**config.mk**
```make
export PLATFORM = sky130hd
export DESIGN_NAME = ram_1r1w_valid
export DESIGN_NICKNAME = d
export VERILOG_FILES = /design/src/rtl/ram_1r1w_valid.sv
export SDC_FILE = /design/constraint.sdc
export NUM_CORES = 1
export LEC_CHECK = 0
export BUFFER_PORTS_ARGS = -buffer_cell sky130_fd_sc_hd__buf_2
export CAP_MARGIN = 20
export CELL_PAD_IN_SITES_DETAIL_PLACEMENT = 1
export CELL_PAD_IN_SITES_GLOBAL_PLACEMENT = 2
export CORE_UTILIZATION = 39
export CTS_BUF_LIST = sky130_fd_sc_hd__clkbuf_8
export DETAILED_ROUTE_END_ITERATION = 12
export PLACE_DENSITY_LB_ADDON = 0.1
export SETUP_SLACK_MARGIN = 0.3
export SYNTH_ARGS = -nofsm -noshare
export SYNTH_HDL_FRONTEND = slang
export SYNTH_SLANG_ARGS = --single-unit
```
**constraint.sdc**
```tcl
create_clock -name clock -period 4.5 [get_ports clock]
set_clock_uncertainty 0.15 [all_clocks]
set_input_delay 0.225 -clock clock [delete_from_list [all_inputs] [get_ports clock]]
set_output_delay 0.225 -clock clock [all_outputs]
set_load 0.005 [all_outputs]
```
**src/rtl/ram_1r1w_valid.sv**
```systemverilog
// Single-clock 1-read / 1-write RAM with a per-entry valid vector and flush.
// Reads have a fixed one-cycle latency, per-lane write-first bypass, and zero data on a miss.
module ram_1r1w_valid #(
    parameter  int DEPTH     = 7,
    parameter  int WIDTH     = 1,
    parameter  int MASK_BITS = 1,
    localparam int ADDR_W    = (DEPTH <= 2) ? 1 : $clog2(DEPTH)
) (
    input  logic                 clock,
    input  logic                 reset_n,
    input  logic [ADDR_W-1:0]    R0_addr,
    input  logic                 R0_en,
    output logic [WIDTH-1:0]     R0_data,
    output logic                 R0_valid,
    output logic                 R0_hit,
    input  logic [ADDR_W-1:0]    W0_addr,
    input  logic                 W0_en,
    input  logic [WIDTH-1:0]     W0_data,
    input  logic [MASK_BITS-1:0] W0_mask,
    input  logic                 flush
);

    localparam int              LW      = WIDTH / MASK_BITS;
    localparam logic [ADDR_W:0] DEPTH_L = (ADDR_W + 1)'(DEPTH);
    localparam logic [DEPTH-1:0] ONE_HOT0 = {{(DEPTH - 1){1'b0}}, 1'b1};

    logic [WIDTH-1:0]  mem_r [DEPTH];
    logic [DEPTH-1:0]  valid_r;

    logic              wr_legal_s;
    logic              rd_legal_s;
    logic [ADDR_W-1:0] wr_idx_s;
    logic [ADDR_W-1:0] rd_idx_s;
    logic [WIDTH-1:0]  lane_mask_s;
    logic [DEPTH-1:0]  wr_onehot_s;
    logic [DEPTH-1:0]  valid_nxt_s;
    logic [WIDTH-1:0]  old_word_s;
    logic [WIDTH-1:0]  bypass_word_s;
    logic              same_addr_s;
    logic              hit_s;
    logic [WIDTH-1:0]  rd_word_s;

    // Address legality; out-of-range addresses are steered to entry 0 so no index leaves the array.
    always_comb begin
        wr_legal_s = W0_en && ({1'b0, W0_addr} < DEPTH_L);
        rd_legal_s = {1'b0, R0_addr} < DEPTH_L;
        wr_idx_s   = wr_legal_s ? W0_addr : {ADDR_W{1'b0}};
        rd_idx_s   = rd_legal_s ? R0_addr : {ADDR_W{1'b0}};
    end

    // Expand the per-lane write mask to a per-bit mask.
    always_comb begin
        lane_mask_s = {WIDTH{1'b0}};
        for (int i = 0; i < MASK_BITS; i++) begin
            lane_mask_s[i*LW +: LW] = {LW{W0_mask[i]}};
        end
    end

    // Next valid vector: flush clears everything, a legal write re-validates its entry on top.
    always_comb begin
        wr_onehot_s = wr_legal_s ? (ONE_HOT0 << wr_idx_s) : {DEPTH{1'b0}};
        valid_nxt_s = (flush ? {DEPTH{1'b0}} : valid_r) | wr_onehot_s;
    end

    // Read path: a same-edge write to the read address wins lane by lane; misses return zero.
    always_comb begin
        old_word_s    = mem_r[rd_idx_s];
        bypass_word_s = (old_word_s & ~lane_mask_s) | (W0_data & lane_mask_s);
        same_addr_s   = wr_legal_s && rd_legal_s && (W0_addr == R0_addr);
        hit_s         = rd_legal_s && (valid_r[rd_idx_s] || same_addr_s);
        rd_word_s     = hit_s ? (same_addr_s ? bypass_word_s : old_word_s) : {WIDTH{1'b0}};
    end

    // Storage array: deliberately not reset, writes blocked while reset is held.
    always_ff @(posedge clock) begin
        if (reset_n && wr_legal_s) begin
            mem_r[wr_idx_s] <= (mem_r[wr_idx_s] & ~lane_mask_s) | (W0_data & lane_mask_s);
        end
    end

    // Valid vector register.
    always_ff @(posedge clock or negedge reset_n) begin
        if (!reset_n) begin
            valid_r <= {DEPTH{1'b0}};
        end else begin
            valid_r <= valid_nxt_s;
        end
    end

    // Registered read response; data and hit hold their last value between responses.
    always_ff @(posedge clock or negedge reset_n) begin
        if (!reset_n) begin
            R0_valid <= 1'b0;
            R0_hit   <= 1'b0;
            R0_data  <= {WIDTH{1'b0}};
        end else begin
            R0_valid <= R0_en;
            if (R0_en) begin
                R0_hit  <= hit_s;
                R0_data <= rd_word_s;
            end
        end
    end

endmodule

```
**Word-level counts from Yosys, hierarchy flattened**

Memory sizes are Yosys's and may differ from the RTL's.
Cells that the tools add are included.

- Bits in writable memories: 7
- Input port bits: 13
- Output and inout port bits: 3
- Flip-flop bits (word level): 10
- Word-level logic and storage cells: 33
- Memories kept: 1

Memory list:

| memory | words | bits a word | rd ports | clocked after Yosys merged registers in | wr ports | line | text |
|---|---|---|---|---|---|---|---|
| mem_r | 7 | 1 | 2 | 0 | 1 | 27 | `logic [WIDTH-1:0] mem_r [DEPTH];` |

- Multiplexer cells: 10
- Shifts and indexed selects: 1
- Bitwise gates (word level): 7
- Equality and inequality tests: 1
- Reductions and logical operators: 6
- Magnitude comparators: 3

Operators by type and width:

| cell | number |
|---|---|
| 2-to-1 mux 7 bit | 2 |
| OR 7 bit | 1 |
| << shifter 1 x 3 -> 7 bit (first input constant) | 1 |
| < comparator 3 bit (second input constant) | 2 |
| 2-to-1 mux 3 bit | 2 |
| logical AND 1 bit | 5 |
| 2-to-1 mux 1 bit | 5 |
| < comparator 3 x 4 -> 1 bit (second input constant) | 1 |
| bitwise AND 1 bit | 3 |
| binary-select mux 1 bit (select 3 bit) | 1 |
| == test 3 bit | 1 |
| OR 1 bit | 2 |
| logical OR 1 bit | 1 |
| inverter 1 bit | 1 |

**Depth between registers and ports, before layout**

- Depth in word-level cells: 7
- Mapped depth: 6
- Gate-level depth less buffers: 5

**Worst setup path before layout**

OpenSTA, ideal clock, no wires.

- Path kind: input port to flip-flop
- From: in W0_addr[0]
- To: mem mem_r[0], data pin
- Stages on the path: 6
- Data arrival time: 1.199 ns
- Setup time: 0.296 ns
- Path buffers: 1
- Slack: 2.854 ns
- Required time: 4.054 ns
- Path through: buf_2 -> mux2_2 -> nand2_1 -> o21ai_0 -> a32oi_1 -> a31oi_1

- Longest elaborated chain between the ends: 6

Ends and longest elaborated chain:

| what | line | text |
|---|---|---|
| start: declaration | 16 | `input logic [ADDR_W-1:0] W0_addr,` |
| < comparator 3 bit | 45 | `wr_legal_s = W0_en && ({1'b0, W0_addr} < DEPTH_L);` |
| logical AND 1 bit | 45 |  |
| 2-to-1 mux 3 bit (*) | 47 | `wr_idx_s = wr_legal_s ? W0_addr : {ADDR_W{1'b0}};` |
| memory (7 x 1 bit) (*) | -- |  |
| bitwise AND 1 bit (*) | 77 | `mem_r[wr_idx_s] <= (mem_r[wr_idx_s] & ~lane_mask_s) \| (W0_data & lane_mask_s);` |
| OR 1 bit (*) | 77 |  |
| end: declaration | 27 |  |

Mark *: on every way between the ends. The rest lies on a longest branch, timed or not.

==> run summary <==
Largest net degree at the start of global routing: 14
F_max: 581 MHz
Placer Congestion: 0.700
Crit end category: flop
Total grt overflow: 0
Clk pin slew, worst setup/hold paths: 0.07 ns
Clk_lat worst skew: 0.25 ns
Synth Cell Area: 1010 sq um
Min Tclk post-route: 1.72 ns
Synth area leaders: dfrtp_1 (25%), edfxtp_1 (21%), inv_1 (4.8%), nand2_1 (4.1%), o22ai_1 (3.7%)
Drt first-iter violations: 9
DR DRC count: 0
Initial antenna violation count: 0
Mapped Cells: 103
RSZ-0062 raised after global routing: false
Post-CTS setup repair buffer count: 0
Die Area: 2800 sq um
Hold Fails Final Rpt: 0
Rows: 18
Count of cell types in the netlist: 36
CP Max Fanout: 7
Die X: 52.9 um
# nets final: 131
Sequential share of the synthesized area: 45.6%
First-pass GRT wire length: 4.11 mm
Filler Cells Inserted: 295
Mapped Nets: 116
Share of layout cells above drive strength 1: 22.2%
Via-to-Cell Ratio: 5.65
Synth top area share: 24.8%
Starting density of the core: 41.1%
Total CTS buffers: 3
Pleak: 0.000465 uW
Overall Global Routing Usage: 21.5%
# IOs: 16
Syn Area/Cell: 9.80 sq um
1st-pass router iterations: 4
Synthesized flop and latch total: 17
Worst slew pin tran: 0.554 ns
Worst VDD drop: 0.154 mV
Layout area overhead: 12.0%
Warnings from Yosys: 0
Worst slew margin: 62.9%
Via count: 831
CP Data Arrival Time: 1.51 ns
Power, Total: 340 uW
Dominant cell type by area after synthesis: dfrtp_1
Critical Path Start Type: flop
Final Setup Violations: 0
Final ANT Viol Nets: 0
P per Cell Area: 301 nW/um^2
Routed length per instance: 17.4 um
Vias in the first global route: 837
Hold WC Path Type: primary input to flop
Max-capacitance violation count: 0
Final WS setup: 2.78 ns
Total wire length after detailed routing: 2.57 mm
Setup TNS: 0 ns
Die H: 52.9 um
CTS max path bufs: 2
Req. time, crit path: 4.29 ns
Post-DP HPWL: 1.81 mm
CTS H-tree depth: 1
Worst slack, placed: 2.62 ns
CTS tree: yes
Critical Setup Path Class: flop to flop
Root buf cell: clkbuf_8
Layout Utilization: 46.1%
Ant diodes: 0
Port Buffer Count: 15
Fin crit share: 38.2%
Sink Count: 17
Pins over their slew limit: 0
Core box area: 2450 sq um
Outcome: completed
[through the flow]
| step | std cells | cell area (sq um) | hold WS (ns) |
|---|---|---|---|
| after floorplan | 103 | 1010 | -0.221 |
| after global placement | 141 | 1070 | -0.0390 |
| after detailed placement | 141 | 1070 | -0.0332 |
| after CTS | 147 | 1130 | 0.107 |
| after global routing | 147 | 1130 | 0.117 |
| final | 147 | 1130 | 0.120 |
[layout by cell type, fill, tap and decap left out]
master,n
buf_2,15
inv_1,14
nand2_1,11
dfrtp_1,10
edfxtp_1,7
o22ai_1,6
nor2_1,6
nand3_1,4
o32ai_1,3
nor3_1,3
mux2_2,3
mux2i_1,3
o21ai_0,3
clkbuf_8,3
nand2b_1,2
nor2b_1,2
a31oi_1,2
a221oi_1,2
dlygate4sd3_1,2
a22oi_1,1
o31ai_1,1
a32oi_1,1
nor3b_2,1
and3_1,1
xnor2_1,1
o221ai_1,1
a21oi_2,1
or2_1,1
mux2_4,1
a221oi_2,1
nor4_1,1
o311ai_2,1
nor3b_1,1
a21o_1,1
o21ai_1,1
[area by class of cell]
| type | instances | area [sq um] | share of cell area, % |
|---|---|---|---|
| multi-input combinational | 66 | 444 | 39.3 |
| clock buffer | 3 | 41.3 | 3.65 |
| tap | 30 | 37.5 | 3.32 |
| inverter | 13 | 48.8 | 4.31 |
| sequential | 17 | 460 | 40.7 |
| clock inverter | 1 | 3.75 | 0.332 |
| timing repair buffer | 17 | 95.1 | 8.41 |
[metal layers]
metal / share of wire, % / vias to the layer above / routed length (um) / GRT usage, %
met1: 49 / 406 / 1260 / 28.5
li1: - / 401 / - / -
met4: 2.7 / 0 / 68 / 11.4
met5: 0 / - / 0 / 0
met2: 45 / 18 / 1160 / 32.5
met3: 3.3 / 6 / 85 / 4.31
[final timing paths]
check | cells past startpoint | slack (ns) | endpoint | from
worst max-delay path | 5 | 2.78 | mem_r[5] | mem_r[3]
worst min-delay path | 2 | 0.12 | valid_r[1] | flush
worst max register to register | 5 | 2.78 | mem_r[5] | mem_r[3]
worst min register to register | 2 | 0.37 | R0_hit | R0_hit
max in group asynchronous | 2 | 3.73 | R0_hit | reset_n
min in group asynchronous | 2 | 0.25 | R0_data | reset_n
[critical path: stages, from the launching register on]
cell and delay (ns):
edfxtp_1 0.41, mux2_2 0.28, nand2_1 0.06, o21ai_0 0.07, a32oi_1 0.20, a31oi_1 0.23
[synth_stat cells]
cell type  count
a21o_1         1
o21ai_1        1
nand2_1       11
buf_4          2
xnor2_1        1
edfxtp_1       7
clkbuf_8       2
nor3b_1        1
or2_1          1
a221oi_2       1
nor2_1         6
o311ai_2       1
a221oi_1       2
nand2b_1       2
nand3_1        4
and3_1         1
buf_2          2
inv_1         13
a31oi_1        2
a21oi_2        1
o31ai_1        1
clkbuf_1       1
o21ai_0        3
o32ai_1        3
nor3_1         3
mux2_4         1
nor2b_1        2
a22oi_1        1
mux2i_1        3
nor3b_2        1
a32oi_1        1
o221ai_1       1
o22ai_1        6
mux2_2         3
nor4_1         1
dfrtp_1       10
[cell families (layout without fill, tap and decap cells)]
kind of cell	after synthesis	count (layout)	share of synthesized area, %
AOI/OAI and AO/OA	25	25	19.2
xor gates and xnor gates	1	1	0.868
buffers and inverters	20	34	10.4
DFF	17	17	45.6
muxes	7	7	7.81
and+or+nand+nor	33	33	16.1
[what timing repair did]
action                                 4_1_cts  5_1_grt
gates resized for setup                      0        0
endpoints found under the hold margin       11        0
hold buffers                                 2        0
[registers in the layout, summed over array words and instances, names as in the netlist]
signal,flops
R0_hit,1
mem_r,7
R0_data,1
R0_valid,1
valid_r,7
[power by group]
| group | switching [uW] | internal [uW] |
|---|---|---|
| Clock | 51.2 | 60.5 |
| Combinational | 33.5 | 22.1 |
| Sequential | 3.43 | 169 |
| Total | 88.2 | 252 |
Power figures use the tool's default switching activity.
